$ cat src/rtl/stream_arb_rr_pkg.sv
// Shared stream constants and helpers for the round-robin stream arbiter.
package stream_arb_rr_pkg;

  typedef enum logic [0:0] {
    ST_IDLE   = 1'b0,
    ST_LOCKED = 1'b1
  } arb_state_e;

  function automatic int clog2(input int value);
    int bits;
    bits = 32'sd0;
    while ((32'sd1 << bits) < value) begin
      bits = bits + 32'sd1;
    end
    return bits;
  endfunction

endpackage

$ cat src/rtl/stream_arb_rr_buf.sv
// Single-entry registered stream stage; accepts whenever empty or being drained.
module stream_buf_v #(
  parameter int DataBits = 8
) (
  input  logic                clk,
  input  logic                rst,
  input  logic                in_valid,
  output logic                in_ready,
  input  logic [DataBits-1:0] in_data,
  output logic                out_valid,
  input  logic                out_ready,
  output logic [DataBits-1:0] out_data
);

  logic                valid_q;
  logic                valid_d;
  logic [DataBits-1:0] data_q;
  logic [DataBits-1:0] data_d;

  assign in_ready  = ~valid_q | out_ready;
  assign out_valid = valid_q;
  assign out_data  = data_q;

  // Next-state for the holding register
  always_comb begin
    valid_d = valid_q;
    data_d  = data_q;
    if (in_ready) begin
      valid_d = in_valid;
      if (in_valid) begin
        data_d = in_data;
      end else begin
        data_d = data_q;
      end
    end else begin
      valid_d = valid_q;
    end
  end

  // Only the valid flag is reset; payload is qualified by it
  always_ff @(posedge clk) begin
    if (rst) begin
      valid_q <= 1'b0;
    end else begin
      valid_q <= valid_d;
    end
  end

  // Payload register
  always_ff @(posedge clk) begin
    data_q <= data_d;
  end

endmodule

$ cat src/rtl/stream_arb_rr.sv
// Packet-atomic round-robin arbiter merging NumInputs streams into one registered output.
module stream_arb_rr
  import stream_arb_rr_pkg::*;
#(
  parameter  int NumInputs = 4,
  parameter  int DataBits  = 8,
  localparam int SelBits   = clog2(NumInputs)
) (
  input  logic                          clk,
  input  logic                          rst,
  input  logic [NumInputs-1:0]          in_enable,
  input  logic [NumInputs-1:0]          in_valid,
  output logic [NumInputs-1:0]          in_ready,
  input  logic [NumInputs*DataBits-1:0] in_data,
  input  logic [NumInputs-1:0]          in_last,
  output logic                          out_valid,
  input  logic                          out_ready,
  output logic [DataBits-1:0]           out_data,
  output logic                          out_last,
  output logic [SelBits-1:0]            out_sel,
  output logic                          busy
);

  localparam int BufBits = DataBits + 1 + SelBits;

  arb_state_e           state_q;
  arb_state_e           state_d;
  logic [SelBits-1:0]   rr_ptr_q;
  logic [SelBits-1:0]   rr_ptr_d;
  logic [SelBits-1:0]   grant_q;
  logic [SelBits-1:0]   grant_d;

  logic [NumInputs-1:0] req_s;
  logic                 pick_found_s;
  logic [SelBits-1:0]   pick_idx_s;
  logic                 buf_in_valid_s;
  logic                 buf_in_ready_s;
  logic                 grant_last_s;
  logic [DataBits-1:0]  grant_data_s;
  logic [NumInputs-1:0] in_ready_s;
  logic [BufBits-1:0]   buf_out_s;

  assign req_s          = in_valid & in_enable;
  assign busy           = (state_q == ST_LOCKED);
  assign buf_in_valid_s = (state_q == ST_LOCKED) & in_valid[grant_q];
  assign grant_last_s   = in_last[grant_q];
  assign grant_data_s   = in_data[int'(grant_q)*DataBits +: DataBits];
  assign in_ready       = in_ready_s;

  // First requester at or after rr_ptr, wrapping past the top index
  always_comb begin
    int idx;
    pick_found_s = 1'b0;
    pick_idx_s   = rr_ptr_q;
    for (int k = 0; k < NumInputs; k++) begin
      idx = int'(rr_ptr_q) + k;
      if (idx >= NumInputs) begin
        idx = idx - NumInputs;
      end else begin
        idx = idx;
      end
      if (!pick_found_s && req_s[idx]) begin
        pick_found_s = 1'b1;
        pick_idx_s   = SelBits'(idx);
      end else begin
        pick_found_s = pick_found_s;
      end
    end
  end

  // Only the locked input sees the output stage's ready
  always_comb begin
    in_ready_s = {NumInputs{1'b0}};
    if (state_q == ST_LOCKED) begin
      in_ready_s[grant_q] = buf_in_ready_s;
    end else begin
      in_ready_s = {NumInputs{1'b0}};
    end
  end

  // Arbitration FSM next state; enable is only consulted while idle
  always_comb begin
    state_d  = state_q;
    rr_ptr_d = rr_ptr_q;
    grant_d  = grant_q;
    case (state_q)
      ST_IDLE: begin
        if (pick_found_s) begin
          grant_d = pick_idx_s;
          state_d = ST_LOCKED;
        end else begin
          state_d = ST_IDLE;
        end
      end
      ST_LOCKED: begin
        if (buf_in_valid_s && buf_in_ready_s && grant_last_s) begin
          state_d  = ST_IDLE;
          rr_ptr_d = (grant_q == SelBits'(NumInputs - 1)) ? {SelBits{1'b0}}
                                                          : grant_q + 1'b1;
        end else begin
          state_d = ST_LOCKED;
        end
      end
      default: begin
        state_d = ST_IDLE;
      end
    endcase
  end

  // Arbitration state registers
  always_ff @(posedge clk) begin
    if (rst) begin
      state_q  <= ST_IDLE;
      rr_ptr_q <= {SelBits{1'b0}};
      grant_q  <= {SelBits{1'b0}};
    end else begin
      state_q  <= state_d;
      rr_ptr_q <= rr_ptr_d;
      grant_q  <= grant_d;
    end
  end

  stream_buf_v #(
    .DataBits(BufBits)
  ) u_out_buf (
    .clk      (clk),
    .rst      (rst),
    .in_valid (buf_in_valid_s),
    .in_ready (buf_in_ready_s),
    .in_data  ({grant_q, grant_last_s, grant_data_s}),
    .out_valid(out_valid),
    .out_ready(out_ready),
    .out_data (buf_out_s)
  );

  assign {out_sel, out_last, out_data} = buf_out_s;

endmodule
$ cat config.mk
export PLATFORM = sky130hd
export DESIGN_NAME = stream_arb_rr
export DESIGN_NICKNAME = d
export VERILOG_FILES = /design/src/rtl/stream_arb_rr_pkg.sv /design/src/rtl/stream_arb_rr_buf.sv /design/src/rtl/stream_arb_rr.sv
export SDC_FILE = /design/constraint.sdc
export NUM_CORES = 1
export LEC_CHECK = 0
export CORE_UTILIZATION = 39
export DETAILED_ROUTE_END_ITERATION = 7
export PLACE_DENSITY = 0.93
export SLEW_MARGIN = 25
export SYNTH_ARGS = -nofsm -noshare
export SYNTH_HDL_FRONTEND = slang
export SYNTH_HIERARCHICAL = 1
export SYNTH_SLANG_ARGS = --single-unit
export TNS_END_PERCENT = 10
$ cat constraint.sdc
create_clock -name clk -period 4.52 [get_ports clk]
set_input_delay 1.356 -clock clk [delete_from_list [all_inputs] [get_ports clk]]
set_output_delay 1.356 -clock clk [all_outputs]
set_load 0.05 [all_outputs]
==> impl_results.md, run 1 <==
- Final min period: 3.70 ns
- Crit end category: primary output
- Layout area overhead: 65.9%
- Outcome: finished clean
- GRT Total Usage: 22.1%
- Hold_buf cts: 0
- First-pass GRT wire length: 4.35 mm
- Fin. max-slew vios: 0
- Vias/cell: 5.67
- Crit Path Max Fanout: 7
- FF+latch count, synth: 17
- EDFF count, synth: 11
- Share of post-route cells with drive strength above 1: 15.4%
- P_leak: 0.635 nW
- Data arrival, critical path: 2.35 ns
- Max clock buf depth: 2
- Syn_area_per_cell: 13.3 um^2
- FFs w/ async S/R, synth: 0%
- Congestion Overflow GR: 0
- Worst skew pair latency: 0.29 ns
- Most frequent cells in the layout: clkdlybuf4s50_1 (59), edfxtp_1 (11), mux4_2 (9)
- Fill cells: 175
- Final hold vios: 0
- Initial antenna violation count: 0
- Syn nets: 128
- Initial core utilization: 41.5%
- Synth cell types: 29
- Most common cell after layout, fill and taps aside: clkdlybuf4s50_1
- Post-DP HPWL: 2.39 mm
- F_max: 270 MHz
- DRC violations left: 0
- Area of the multi-input gates: 547 um^2
- Setup Viol. Count Final: 0
- Clock-pin slew on the worst setup and hold paths: 0.09 ns
- Mapped Cells: 77
- Netlist Area Pre-Place: 1030 um^2
- Area post-placement: 1680 um^2
- Fin crit share: 81.9%
- Die W: 53.3 um
- Largest net degree at the start of global routing: 16
- Worst slew margin: 55.0%
- Nets: 195
- WP data required: 3.16 ns
- Port Buffer Count: 63
- Number of global-route vias before repair: 907
- Post-cts sizing count: 0
- Core area: 2480 um^2
- Post-CTS Repair Setup Buffers: 0
- Post-synthesis sequential area ratio: 43.8%
- Power density over the cells: 257 nW/um^2
- Setup CP Type: input pin to primary output
- Gpl congestion: 0.763
- Site row count: 18
- Yosys warnings: 6
- CTS tree: built
- Hold Path Class: flop to flop
- H-tree depth: 1
- FF/Latch Area: 450 um^2
- Startpoint type of the worst setup path: input pin
- Antenna diodes: 0
- Pre-antenna DRT Iters: 4
- Drt initial violations: 27
- Wirelength per Cell: 17.2 um
- Fin area: 1700 um^2
- CTS Root Cell: clkbuf_4
- Final setup TNS: 0 ns
- Setup Skew: 0.00130 ns
- Routed wire length: 2.97 mm
- CTS buffer count: 3
- Top FF cell, synth: edfxtp_1
- RSZ-0062 raised after global routing: no
- Worst IR drop on VDD: 209 uV
- Least-Margin Pin Slew: 0.674 ns
- Die Ht: 53.3 um
- Num Clock Sinks: 17
- Detail Route Antenna Nets: 0
- Via Count: 981
- I/O pin count: 64
- Die ar.: 2840 um^2
- Max Cap Viol: 0
-- flip-flops by register name, indices dropped and copies added (netlist names) --
name and count:
u_out_buf/out_data 11, grant_q 2, rr_ptr_q 2, busy 1
u_out_buf/out_valid 1
-- cell families (layout without fill, tap and decap cells) --
group	count (synthesis)	in the layout	share of synthesized area (%)
compound gates	17	17	11.6
fa+ha+maj	5	5	5.85
buf+inv	6	72	2.92
flops	17	17	43.8
mux	11	11	23.3
simple gates	21	21	12.5
-- through the flow --
stage | utilization (%) | std cells | power (mW) | hold WS (ns) | setup WS (ns)
after floorplan | - | 77 | 0.286 | 0.468 | 1.21
after global placement | 67.7 | 169 | 0.357 | 0.502 | 0.838
after detailed placement | 67.7 | 169 | 0.361 | 0.530 | 0.826
after CTS | 68.8 | 173 | 0.439 | 0.543 | 0.820
after global routing | 68.8 | 173 | 0.457 | 0.563 | 0.776
final | 68.8 | 173 | 0.438 | 0.550 | 0.816
-- power breakdown --
group          switching [mW]  internal [mW]  leakage [nW]
Clock                  0.0457         0.0343        0.0150
Combinational          0.0776         0.0867         0.469
Sequential             0.0129          0.181         0.152
Total                   0.136          0.302         0.635
-- final timing paths --
check	start	end	slack, ns	cells after the start
setup reg to reg	grant_q[0]	u_out_buf/out_data[3]	2.39	4
setup / recovery	out_ready	in_ready[3]	0.82	4
hold reg to reg	rr_ptr_q[0]	rr_ptr_q[0]	0.55	2
hold / removal	rr_ptr_q[0]	rr_ptr_q[0]	0.55	2
-- critical path: stages --
cell and delay (ns):
clkdlybuf4s50_1 0.46, nand2b_4 0.16, and3_1 0.17, buf_4 0.20
-- area by class of cell --
cell class | instances | share of cell area, %
Timing Repair Buffer | 64 | 36.9
Multi-Input combinational cell | 54 | 32.1
Sequential cell | 17 | 26.4
Tap cell | 30 | 2.20
Clock buffer | 4 | 1.54
Inverter | 4 | 0.881
-- routing by layer --
layer / vias up / wire length, um / share of wire [%] / GRT usage (%)
met4: 0 / 77 / 2.6 / 13.2
li1: 443 / - / - / -
met5: - / 0 / 0 / 0
met1: 461 / 1100 / 37 / 25.4
met3: 8 / 310 / 10 / 4.60
met2: 69 / 1480 / 50 / 37.3
-- synthesized netlist by cell type, drive strengths merged (2+ instances only) --
master,n,area (um^2)
edfxtp,11,330
mux4,10,229
a21oi,7,38.8
nand2,7,26.3
dfxtp,6,120
and3,4,25.0
ha,4,50.1
inv,4,15.0
a31oi,3,18.8
a211o,2,17.5
a22o,2,17.5
and2,2,16.3
buf,2,15.0
nor2,2,7.51
Note: power is estimated with default switching activity, not from simulation.
==> inputs of run 2 (changes only) <==
--- a/config.mk
+++ b/config.mk
@@ -5,9 +5,9 @@
 export SDC_FILE = /design/constraint.sdc
 export NUM_CORES = 1
 export LEC_CHECK = 0
-export CORE_UTILIZATION = 39
+export CORE_UTILIZATION = 36
 export DETAILED_ROUTE_END_ITERATION = 7
-export PLACE_DENSITY = 0.93
+export PLACE_DENSITY = 0.88
 export SLEW_MARGIN = 25
 export SYNTH_ARGS = -nofsm -noshare
 export SYNTH_HDL_FRONTEND = slang
==> constraint.sdc (replaced) <==
create_clock -name clk -period 3.7 [get_ports clk]
set_input_delay 1.11 -clock clk [delete_from_list [all_inputs] [get_ports clk]]
set_output_delay 1.11 -clock clk [all_outputs]
set_load 0.05 [all_outputs]
==> impl_results.md, run 2 (synthesis results as in run 1) <==
- F_max: 310 MHz
- Die ar.: 3070 um^2
- Final setup TNS: 0 ns
- Least-Margin Pin Slew: 0.519 ns
- Hold Path Class: flop to flop
- Area of the multi-input gates: 547 um^2
- Max reg flops: 11
- Clock-pin slew on the worst setup and hold paths: 0.09 ns
- Post-CTS Repair Setup Buffers: 0
- Die W: 55.4 um
- Final hold vios: 0
- Congestion Overflow GR: 0
- Outcome: finished clean
- Layout area overhead: 71.6%
- Most frequent cells in the layout: clkdlybuf4s50_1 (59), edfxtp_1 (11), mux4_2 (9)
- WP data required: 2.59 ns
- Setup Skew: 0.000793 ns
- Fin area: 1760 um^2
- Crit end category: primary output
- CTS buffer count: 3
- Hold_buf cts: 0
- Largest net degree at the start of global routing: 12
- Port Buffer Count: 63
- Max clock buf depth: 2
- Max Cap Viol: 0
- FF/Latch Area: 450 um^2
- Nets: 196
- Post-DP HPWL: 2.13 mm
- Site row count: 19
- Fill cells: 200
- I/O pin count: 64
- GRT Total Usage: 17.3%
- Worst skew pair latency: 0.28 ns
- Data arrival, critical path: 2.11 ns
- P_leak: 0.652 nW
- Most common cell after layout, fill and taps aside: clkdlybuf4s50_1
- Initial core utilization: 37.6%
- Worst IR drop on VDD: 205 uV
- Gpl congestion: 0.809
- CTS tree: built
- Drt initial violations: 21
- Wirelength per Cell: 14.8 um
- Vias/cell: 5.28
- RSZ-0062 raised after global routing: no
- First-pass GRT wire length: 4.08 mm
- Detail Route Antenna Nets: 0
- Num Clock Sinks: 17
- CTS Root Cell: clkbuf_4
- Setup Viol. Count Final: 0
- Power density over the cells: 304 nW/um^2
- H-tree depth: 1
- Final min period: 3.22 ns
- Post-cts sizing count: 0
- Fin crit share: 87.0%
- Area post-placement: 1740 um^2
- DRC violations left: 0
- Fin. max-slew vios: 0
- Number of global-route vias before repair: 849
- Initial antenna violation count: 0
- Antenna diodes: 0
- Worst slew margin: 65.3%
- Startpoint type of the worst setup path: input pin
- Via Count: 924
- Setup CP Type: input pin to primary output
- Routed wire length: 2.58 mm
- Die Ht: 55.4 um
- Core area: 2730 um^2
- Crit Path Max Fanout: 7
- Power, Total: 0.536 mW
- Pre-antenna DRT Iters: 5
- Share of post-route cells with drive strength above 1: 16.0%
run 2: cell types whose count changed in the layout (fill, tap and decap cells not counted):
| cell | delta |
|---|---|
| buf_12 | +4 |
| buf_4 | -3 |
run 2: critical path, stage by stage:
cell             delay, ns
clkdlybuf4s50_1       0.47
nand2b_4              0.16
and3_1                0.22
buf_12                0.15
run 2: final timing paths:
path	depth (start not counted)	slack (ns)	startpoint	to
worst max-delay path	4	0.48	out_ready	in_ready[1]
worst min-delay path	2	0.55	rr_ptr_q[0]	rr_ptr_q[0]
worst max register to register	4	1.59	grant_q[0]	u_out_buf/out_data[4]
worst min register to register	2	0.55	rr_ptr_q[0]	rr_ptr_q[0]
run 2: per-stage QoR:
step	utilization [%]	hold slack [ns]	std cells	setup WS, ns
after floorplan	-	0.468	77	0.880
after global placement	63.5	0.509	171	0.516
after detailed placement	63.5	0.523	171	0.477
after CTS	64.5	0.537	175	0.474
after global routing	64.5	0.566	175	0.462
final	64.5	0.554	175	0.479
run 2: power by group:
part	switching, mW	total (mW)	internal, mW
registers	0.0133	0.234	0.221
clock network	0.0537	0.0956	0.0419
logic	0.0948	0.207	0.112
total	0.162	0.536	0.374
run 2: cell type report:
type,count,area share (%)
sequential,17,25.6
tap,31,2.20
timing repair buffer,65,38.9
inverter,4,0.852
multi-input combinational,54,31.0
clock buffer,4,1.49
run 2: per-layer routing:
| layer | part of all wire, % | track usage, % |
|---|---|---|
| met3 | 10 | 5.62 |
| met1 | 42 | 20.4 |
| met2 | 47 | 28.7 |
| met5 | 0 | 0 |
| met4 | 1.3 | 7.50 |
==> inputs of run 3 (changes only) <==
--- a/config.mk
+++ b/config.mk
@@ -5,6 +5,7 @@
 export SDC_FILE = /design/constraint.sdc
 export NUM_CORES = 1
 export LEC_CHECK = 0
+export CORE_ASPECT_RATIO = 1.5
 export CORE_UTILIZATION = 36
 export DETAILED_ROUTE_END_ITERATION = 7
 export PLACE_DENSITY = 0.88
==> impl_results.md, run 3 (synthesis results as in run 1) <==
- Outcome: finished clean
- Number of global-route vias before repair: 1016
- Worst skew pair latency: 0.25 ns
- Post-cts sizing count: 0
- Detail Route Antenna Nets: 0
- WP data required: 2.59 ns
- Comb power frac: 36.5%
- Hold_buf cts: 0
- CTS tree: built
- GRT Total Usage: 22.0%
- Die ar.: 3080 um^2
- Core area: 2680 um^2
- Site row count: 23
- DRC violations left: 0
- Wirelength per Cell: 18.2 um
- Sequential power share: 39.8%
- Port Buffer Count: 63
- Gpl congestion: 0.778
- Largest net degree at the start of global routing: 16
- Max incr delay on CP: 0.46 ns
- Die Ht: 67.4 um
- Post-DP HPWL: 2.59 mm
- Cell Int Power: 0.410 mW
- Crit end category: primary output
- Max reg flops: 11
- Clock share of power: 23.8%
- CTS Root Cell: clkbuf_8
- Worst IR drop on VDD: 188 uV
- Area post-placement: 1740 um^2
- Fin area: 1780 um^2
- Vias/cell: 5.51
- Routed wire length: 3.28 mm
- Num Clock Sinks: 17
- RSZ-0062 raised after global routing: no
- Worst slew margin: 58.2%
- Util after Layout: 66.6%
- Data arrival, critical path: 2.10 ns
- Nets: 195
- Final setup TNS: 0 ns
- Layout area overhead: 73.4%
- Fin crit share: 86.9%
- Pre-antenna DRT Iters: 4
- Worst-path cell chain: clkdlybuf4s50_1 > nand2b_4 > and3_1 > buf_12
- First-pass GRT wire length: 4.66 mm
- Setup CP Type: input pin to primary output
- Fin. max-slew vios: 0
- Switching pwr: 0.177 mW
- Clock-pin slew on the worst setup and hold paths: 0.06 ns
- Crit Path Max Fanout: 7
- Setup Viol. Count Final: 0
- CTS buffer count: 3
- Post-CTS Repair Setup Buffers: 0
- Drt initial violations: 27
- I/O pin count: 64
- Initial core utilization: 38.4%
- Via Count: 992
- Most common cell after layout, fill and taps aside: clkdlybuf4s50_1
- Delay-heaviest family, CP: buffers and inverters
- Least-Margin Pin Slew: 0.626 ns
- Startpoint type of the worst setup path: input pin
- P_leak: 0.655 nW
- Antenna diodes: 0
- Hold Path Class: flop to flop
- Max Cap Viol: 0
- Power, Total: 0.586 mW
- F_max: 311 MHz
- H-tree depth: 1
- Share of post-route cells with drive strength above 1: 15.4%
- Initial antenna violation count: 0
- Congestion Overflow GR: 0
- Die W: 45.6 um
- Slowest stage cell, crit path: clkdlybuf4s50_1
- Switching Share: 30.1%
- Power density over the cells: 329 nW/um^2
- Setup Skew: 0.00261 ns
- Final hold vios: 0
- Most frequent cells in the layout: clkdlybuf4s50_1 (59), edfxtp_1 (11), mux4_2 (9)
- Max clock buf depth: 2
- Buf+Inv Stages, Crit Path: 2
- Final min period: 3.21 ns
run 3: cell types whose count changed in the layout (fill, tap and decap cells not counted), sizes merged:
cell  before  now
buf        6    5
run 3: area by class of cell:
cell class	count	area, um^2
clock buffers	4	45.0
fillers	195	895
inverters	4	15.0
multi-input cells	54	547
flip-flops and latches	17	450
well taps	37	46.3
repair buffers	64	678
run 3: worst reg2reg max path, stage by stage, from the launching register on:
cell	delay (ns)
dfxtp_1	0.33
buf_4	0.26
mux4_1	0.62
and2_2	0.22
and2_4	0.19
run 3: layer usage:
metal	wire length [um]	track usage, %
met5	0	0
met2	1710	38.9
met1	1210	24.4
met3	266	2.67
met4	85	12.1
run 3: power by group through the flow:
stage          Combinational, mW  Clock, mW  Sequential (mW)
2_1_floorplan             0.0776          0            0.272
3_3_place_gp               0.207          0            0.235
3_5_place_dp               0.212          0            0.237
4_1_cts                    0.214      0.142            0.233
5_1_grt                    0.224      0.151            0.234
6_report                   0.214      0.139            0.233
run 3: path summary, 6_finish.rpt:
kind                  startpoint                    end  slack [ns]  cells after the start
min          u_out_buf/out_valid    u_out_buf/out_valid        0.55                      2
max reg2reg           grant_q[0]  u_out_buf/out_data[9]        1.82                      4
max                    out_ready            in_ready[3]        0.49                      4
min reg2reg  u_out_buf/out_valid    u_out_buf/out_valid        0.55                      2
run 3: per-stage QoR:
stage                     setup slack, ns  std cells  hold WS (ns)
after floorplan                     0.880         77         0.468
after global routing                0.456        180         0.562
after global placement              0.509        176         0.506
after detailed placement            0.491        176         0.535
final                               0.486        180         0.547
after CTS                           0.485        180         0.544
